File: config.mk
export PLATFORM = sky130hd
export DESIGN_NAME = prim_subst_perm_iter
export DESIGN_NICKNAME = d
export VERILOG_FILES = /design/src/rtl/prim_cipher_pkg.sv /design/src/rtl/prim_subst_perm_round.sv /design/src/rtl/prim_subst_perm_iter.sv
export SDC_FILE = /design/constraint.sdc
export NUM_CORES = 1
export LEC_CHECK = 0
export ABC_CLOCK_PERIOD_IN_PS = 14600
export BUFFER_PORTS_ARGS = -buffer_cell sky130_fd_sc_hd__buf_2
export CORE_MARGIN = 2
export CORE_UTILIZATION = 60
export DETAILED_ROUTE_END_ITERATION = 7
export GPL_TIMING_DRIVEN = 0
export MAX_ROUTING_LAYER = met4
export PLACE_DENSITY = 0.83
export SYNTH_ARGS = -nofsm -noshare
export SYNTH_HDL_FRONTEND = slang
export SYNTH_SLANG_ARGS = --single-unit
File: constraint.sdc
create_clock -name clk_i -period 14.6 [get_ports clk_i]
set_input_delay 1.46 -clock clk_i [delete_from_list [all_inputs] [get_ports clk_i]]
set_output_delay 1.46 -clock clk_i [all_outputs]
set_load 0.01 [all_outputs]
File: src/rtl/prim_cipher_pkg.sv
// Shared cipher primitives: PRESENT 4-bit S-boxes plus the substitution/permutation
// round functions and FSM encoding used by the round-serial diffusion block.
package prim_cipher_pkg;

    localparam int SpMaxWidth = 256;

    typedef logic [SpMaxWidth-1:0]         sp_vec_t;
    typedef logic [$clog2(SpMaxWidth)-1:0] sp_idx_t;

    localparam logic [15:0][3:0] PRESENT_SBOX4 = {
        4'h2, 4'h1, 4'h7, 4'h4, 4'h8, 4'hF, 4'hE, 4'h3,
        4'hD, 4'hA, 4'h0, 4'h9, 4'hB, 4'h6, 4'h5, 4'hC
    };

    localparam logic [15:0][3:0] PRESENT_SBOX4_INV = {
        4'hA, 4'h9, 4'h7, 4'h0, 4'h3, 4'h6, 4'h4, 4'hB,
        4'hD, 4'h2, 4'h1, 4'hC, 4'h8, 4'hF, 4'hE, 4'h5
    };

    typedef enum logic [1:0] {
        SpIdle = 2'd0,
        SpRun  = 2'd1,
        SpDone = 2'd2
    } sp_iter_state_e;

    // Vectors are carried zero-padded to SpMaxWidth; only the low `width` bits are meaningful.
    function automatic sp_vec_t sp_enc_round(input sp_vec_t state, input sp_vec_t key,
                                             input int width);
        sp_vec_t x, y, z;
        x = state ^ key;
        for (int k = 0; k < SpMaxWidth / 4; k++) begin
            if (k < width / 4) begin
                x[sp_idx_t'(4 * k) +: 4] = PRESENT_SBOX4[x[sp_idx_t'(4 * k) +: 4]];
            end
        end
        y = '0;
        for (int k = 0; k < SpMaxWidth; k++) begin
            if (k < width) y[sp_idx_t'(width - 1 - k)] = x[sp_idx_t'(k)];
        end
        z = '0;
        for (int k = 0; k < SpMaxWidth / 2; k++) begin
            if (k < width / 2) begin
                z[sp_idx_t'(k)]             = y[sp_idx_t'(2 * k)];
                z[sp_idx_t'(k + width / 2)] = y[sp_idx_t'(2 * k + 1)];
            end
        end
        if ((width % 2) == 1) z[sp_idx_t'(width - 1)] = y[sp_idx_t'(width - 1)];
        return z;
    endfunction

    function automatic sp_vec_t sp_dec_round(input sp_vec_t state, input sp_vec_t key,
                                             input int width);
        sp_vec_t x, y, z;
        x = state ^ key;
        y = '0;
        for (int k = 0; k < SpMaxWidth / 2; k++) begin
            if (k < width / 2) begin
                y[sp_idx_t'(2 * k)]     = x[sp_idx_t'(k)];
                y[sp_idx_t'(2 * k + 1)] = x[sp_idx_t'(k + width / 2)];
            end
        end
        if ((width % 2) == 1) y[sp_idx_t'(width - 1)] = x[sp_idx_t'(width - 1)];
        z = '0;
        for (int k = 0; k < SpMaxWidth; k++) begin
            if (k < width) z[sp_idx_t'(width - 1 - k)] = y[sp_idx_t'(k)];
        end
        for (int k = 0; k < SpMaxWidth / 4; k++) begin
            if (k < width / 4) begin
                z[sp_idx_t'(4 * k) +: 4] = PRESENT_SBOX4_INV[z[sp_idx_t'(4 * k) +: 4]];
            end
        end
        return z;
    endfunction

endpackage

File: src/rtl/prim_subst_perm_round.sv
// Combinational stage applying RoundsPerCycle substitution/permutation rounds,
// direction chosen at run time.
module prim_subst_perm_round
    import prim_cipher_pkg::*;
#(
    parameter int DataWidth      = 64,
    parameter int RoundsPerCycle = 1
) (
    input  logic [DataWidth-1:0] state,
    input  logic [DataWidth-1:0] key,
    input  logic                 decrypt,
    output logic [DataWidth-1:0] result
);

    if (DataWidth > SpMaxWidth || DataWidth < 2) begin : g_width_check
        $error("DataWidth out of supported range");
    end

    sp_vec_t acc;
    sp_vec_t key_ext;

    assign key_ext = SpMaxWidth'(key);

    always_comb begin
        acc = SpMaxWidth'(state);
        for (int r = 0; r < RoundsPerCycle; r++) begin
            acc = decrypt ? sp_dec_round(acc, key_ext, DataWidth)
                          : sp_enc_round(acc, key_ext, DataWidth);
        end
        result = acc[DataWidth-1:0];
    end

endmodule

File: src/rtl/prim_subst_perm_iter.sv
// Round-serial, handshaked substitution/permutation diffusion: RoundsPerCycle rounds
// per clock on a captured state/key, result held until accepted.
module prim_subst_perm_iter
    import prim_cipher_pkg::*;
#(
    parameter int DataWidth      = 64,
    parameter int NumRounds      = 31,
    parameter int RoundsPerCycle = 1
) (
    input  logic                 clk_i,
    input  logic                 rst_i,
    input  logic                 clear_i,
    input  logic                 req_valid_i,
    output logic                 req_ready_o,
    input  logic                 decrypt_i,
    input  logic [DataWidth-1:0] data_i,
    input  logic [DataWidth-1:0] key_i,
    output logic                 rsp_valid_o,
    input  logic                 rsp_ready_i,
    output logic [DataWidth-1:0] data_o,
    output logic                 busy_o
);

    localparam int NumCycles = NumRounds / RoundsPerCycle;
    localparam int CntW      = $clog2(NumCycles + 1);
    localparam logic [CntW-1:0] LastCnt = CntW'(NumCycles - 1);

    if (NumRounds < 1 || RoundsPerCycle < 1 || (NumRounds % RoundsPerCycle) != 0) begin : g_param_check
        $error("RoundsPerCycle must divide NumRounds");
    end

    sp_iter_state_e fsm_q, fsm_d;

    logic [DataWidth-1:0] state_p0;
    logic [DataWidth-1:0] key_p0;
    logic                 mode_p0;
    logic [CntW-1:0]      cnt_p0;
    logic [DataWidth-1:0] round_out;
    logic                 accept;
    logic                 last;

    assign accept = req_valid_i & req_ready_o & ~clear_i;
    assign last   = (fsm_q == SpRun) && (cnt_p0 == LastCnt);

    prim_subst_perm_round #(
        .DataWidth      (DataWidth),
        .RoundsPerCycle (RoundsPerCycle)
    ) u_round (
        .state   (state_p0),
        .key     (key_p0),
        .decrypt (mode_p0),
        .result  (round_out)
    );

    always_ff @(posedge clk_i or posedge rst_i) begin
        if (rst_i) fsm_q <= SpIdle;
        else       fsm_q <= fsm_d;
    end

    always_comb begin
        fsm_d = fsm_q;
        if (clear_i) begin
            fsm_d = SpIdle;
        end else begin
            unique case (fsm_q)
                SpIdle:  if (req_valid_i) fsm_d = SpRun;
                SpRun:   if (cnt_p0 == LastCnt) fsm_d = SpDone;
                SpDone:  if (rsp_ready_i) fsm_d = req_valid_i ? SpRun : SpIdle;
                default: fsm_d = SpIdle;
            endcase
        end
    end

    // Ready depends on rsp_ready_i only, so upstream never sees a valid->ready loop.
    always_comb begin
        req_ready_o = 1'b0;
        rsp_valid_o = 1'b0;
        busy_o      = 1'b0;
        unique case (fsm_q)
            SpIdle:  req_ready_o = 1'b1;
            SpRun:   busy_o      = 1'b1;
            SpDone: begin
                rsp_valid_o = 1'b1;
                req_ready_o = rsp_ready_i;
            end
            default: ;
        endcase
    end

    // --- capture / round iteration / result stage ---
    always_ff @(posedge clk_i or posedge rst_i) begin
        if (rst_i) begin
            state_p0 <= '0;
            key_p0   <= '0;
            mode_p0  <= 1'b0;
            cnt_p0   <= '0;
            data_o   <= '0;
        end else if (clear_i) begin
            state_p0 <= '0;
            key_p0   <= '0;
            mode_p0  <= 1'b0;
            cnt_p0   <= '0;
            data_o   <= '0;
        end else if (accept) begin
            state_p0 <= data_i;
            key_p0   <= key_i;
            mode_p0  <= decrypt_i;
            cnt_p0   <= '0;
        end else if (fsm_q == SpRun) begin
            state_p0 <= round_out;
            cnt_p0   <= cnt_p0 + 1'b1;
            if (last) data_o <= round_out ^ key_p0;
        end
    end

endmodule

==> run_results.csv <==
group,metric,value,unit
run_status,status,"finished clean",
setup_path,cp_max_fo,10,
cts,insertion_delay,0.46,ns
timing,finalHoldViolCount,0,
cts,numCtsBuffers,17,
power_and_ir_drop,max-vdd-ir-drop,0.0000730,V
setup_path,critical_path_class,"in2reg",
routing,drtPass1Iterations,6,
cts,root_buffer,"clkbuf_16",
floorplanning,io_pins,201,
logic_synthesis,synth_top_area_share,35.1,%
floorplanning,fp.dieW,158,um
routing,routed_wirelength,55400,um
logic_synthesis,avgSynthCellArea,8.93,sq um
grt,grt_max_degree,112,
routing,wl_per_cell,25.7,um
placement,dp_hpwl,41000,um
cts,h-tree-depth,4,
timing,worstMarginPinSlew,1.37,ns
timing,final.setup.tns,0,ns
placement,pre_cts_ws,10.38,ns
job,drv_cap,0,
routing,drc,0,
timing,fmaxAchievable,252,MHz
logic_synthesis,netlist_area,14300,sq um
min_path,min_path_type,"reg2reg",
setup_path,r2r_end,"data_o[8]",
logic_synthesis,synth-edff-count,0,
logic_synthesis,yosysTopAreaCell,"dfrtp_1",
logic_synthesis,synthArstFlopShare,100,%
min_path,holdPathEnd,"data_o[44]",
setup_path,rr_startpoint,"key_p0[44]",
power_and_ir_drop,cellPowerDensity,131,nW/um^2
grt,antenna_found_initial,3,
timing,fin_hold_ws,0.478,ns
logic_synthesis,yosys_warnings,0,
cts,post_cts.repair.setup_buffers,0,
grt,grt_use_total,45.6,%
cts,cts_sinks,200,
logic_synthesis,synthCells,1598,
setup_path,reg2regPathDepth,9,
setup_path,cp_data_arrival_time,4.36,ns
timing,fin_ws,10.62,ns
placement,dp_cells,2119,
floorplanning,floorplan.initialDensity,61.0,%
min_path,holdPathStages,2,
logic_synthesis,synth_seq_cells,200,
setup_path,cp-end-kind,"register",
cts,cts.hold.buffers_added,0,
finish,synthToLayoutAreaGrowth,14.2,%
grt,grt_pass1_wl,81600,um
floorplanning,fp.coreArea,23400,sq um
cts,ctsResizeCount,0,
timing,min_period,3.98,ns
floorplanning,die_h,158,um
floorplanning,dieArea,25000,sq um
finish,nNetsFinal,2019,
setup_path,start_kind,"input port",
placement,io_buffers,199,
routing,drtIter0Drc,1839,
floorplanning,row_count,56,
cts,clk_pin_slew_worst_paths,0.08,ns
timing,finalSetupViolations,0,
logic_synthesis,yosysSeqAreaShare,35.1,%
logic_synthesis,synth_ff_type,"dfrtp_1",
finish,drive_gt1_share,17.2,%
routing,vias,14704,
min_path,min_from,"data_o[44]",
logic_synthesis,synth_cell_type_count,73,
timing,max_slew_margin,6.09,%
logic_synthesis,netlist_top_cells_area,"dfrtp_1, ha_1, o21ai_0, nand2_1, xnor2_1",
timing,period_share,27.2,%
cts,cts.path.max_buffers,2,
power_and_ir_drop,power_leakage,0.00763,uW
timing,rsz0062_at_grt,"no",
grt,grt_pass1_vias,13722,
cts,cts_tree,"yes",
setup_path,crit_required,14.98,ns
routing,antenna_left,0,
timing,drv_slew,0,
routing,vias_per_cell,6.83,
finish,final_cells,2153,
timing,skew,0.0206,ns
setup_path,r2r_setup_slack,10.75,ns
grt,grt_overflow,0,
placement,gp_congestion,1.01,
logic_synthesis,synthesis.nets,1798,
cells by family after synthesis:
logic type | Yosys count | synth area share [%]
AOI/OAI and AO/OA | 535 | 25.7
xor gates and xnor gates | 138 | 9.47
adders and majority gates | 66 | 5.79
buffers and inverters | 199 | 5.34
DFF | 200 | 35.1
muxes | 58 | 6.26
and+or+nand+nor | 402 | 12.4
cells in the mapped netlist, drive strengths merged, types with 6 or more instances:
cell     instances
xnor2           78
o211ai          26
nand2          170
a2111oi          8
a21oi           69
a211oi          15
a222oi           9
a32oi            7
o31ai           10
inv             89
mux2            10
mux4            24
a211o            7
and3            19
buf             15
a22o            67
clkinv          13
mux2i           24
o21ai          154
nor2            78
nor3            64
xor2            60
a31oi           45
nand3           47
clkbuf          82
ha              66
a311oi           6
a22oi           53
a221o           13
dfrtp          200
how the worst max path moves through the flow:
stage / startpoint / end
after detailed placement: req_valid_i / state_p0[10]
final: req_valid_i / state_p0[10]
after global placement: rst_i / data_o[36]
after global routing: req_valid_i / state_p0[56]
after floorplan: rst_i / cnt_p0[0]
after CTS: req_valid_i / state_p0[10]
sequential cells by signal (all words and copies together), names as in the netlist:
name / count
data_o: 64
key_p0: 64
fsm_q: 2
state_p0: 64
cnt_p0: 5
mode_p0: 1
cells in the final DEF (no fill, tap or decap), types with 9 or more instances in the layout:
cell type and instances:
buf_2 210, mux4_2 24, a21oi_1 69, o31ai_1 10, nor2_1 78, and3_1 19
a22oi_1 53, inv_2 13, clkinv_1 13, a222oi_1 9, nand3_1 47, inv_1 74
o211ai_1 26, a22o_1 67, nor3_1 64, xnor2_1 69, clkbuf_16 17, ha_1 66
clkbuf_1 84, nand2_1 170, o21ai_0 149, a211oi_1 15, a221o_1 13, a31oi_1 43
mux2_2 10, mux2i_1 24, dfrtp_1 200, xor2_1 53
where the power goes:
part / switching [uW] / internal (uW)
Combinational: 650 / 354
Clock: 256 / 231
Sequential: 46.6 / 593
routing by layer:
layer  global-route usage (%)  part of all wire (%)  vias to the layer above  wire length, um
met2                     66.8                    43                     1061            24000
met4                     23.8                   6.0                        0             3340
met1                     58.4                    37                     7069            20700
li1                         -                     -                     6352                -
met3                     11.5                    13                      222             7370
met5                        -                     0                        -                0
cell type report:
class	instances	area, sq um
fill	1977	7100
inverter	102	393
tap	319	399
clock buffer	19	433
timing repair buffer	202	1040
multi-input combinational	1199	8500
buffer	97	377
sequential	200	5000
antenna	2	5.00
clock inverter	13	149
per-stage QoR:
step                      utilization, %  power [uW]  instance area [sq um]
after detailed placement            67.1        1610                  15700
after global routing                69.7        2220                  16300
after CTS                           69.6        2090                  16300
after floorplan                        -        1310                  14300
final                               69.7        2130                  16300
after global placement              66.9        1590                  15700
worst max-delay path, stage by stage:
cell and delay, ns:
buf_2 0.11, or2_2 0.29, a21oi_1 0.48, clkbuf_1 0.86, buf_1 0.78, a22oi_1 0.22
nand2_1 0.14
No activity file was read; power rests on OpenSTA's default activity.
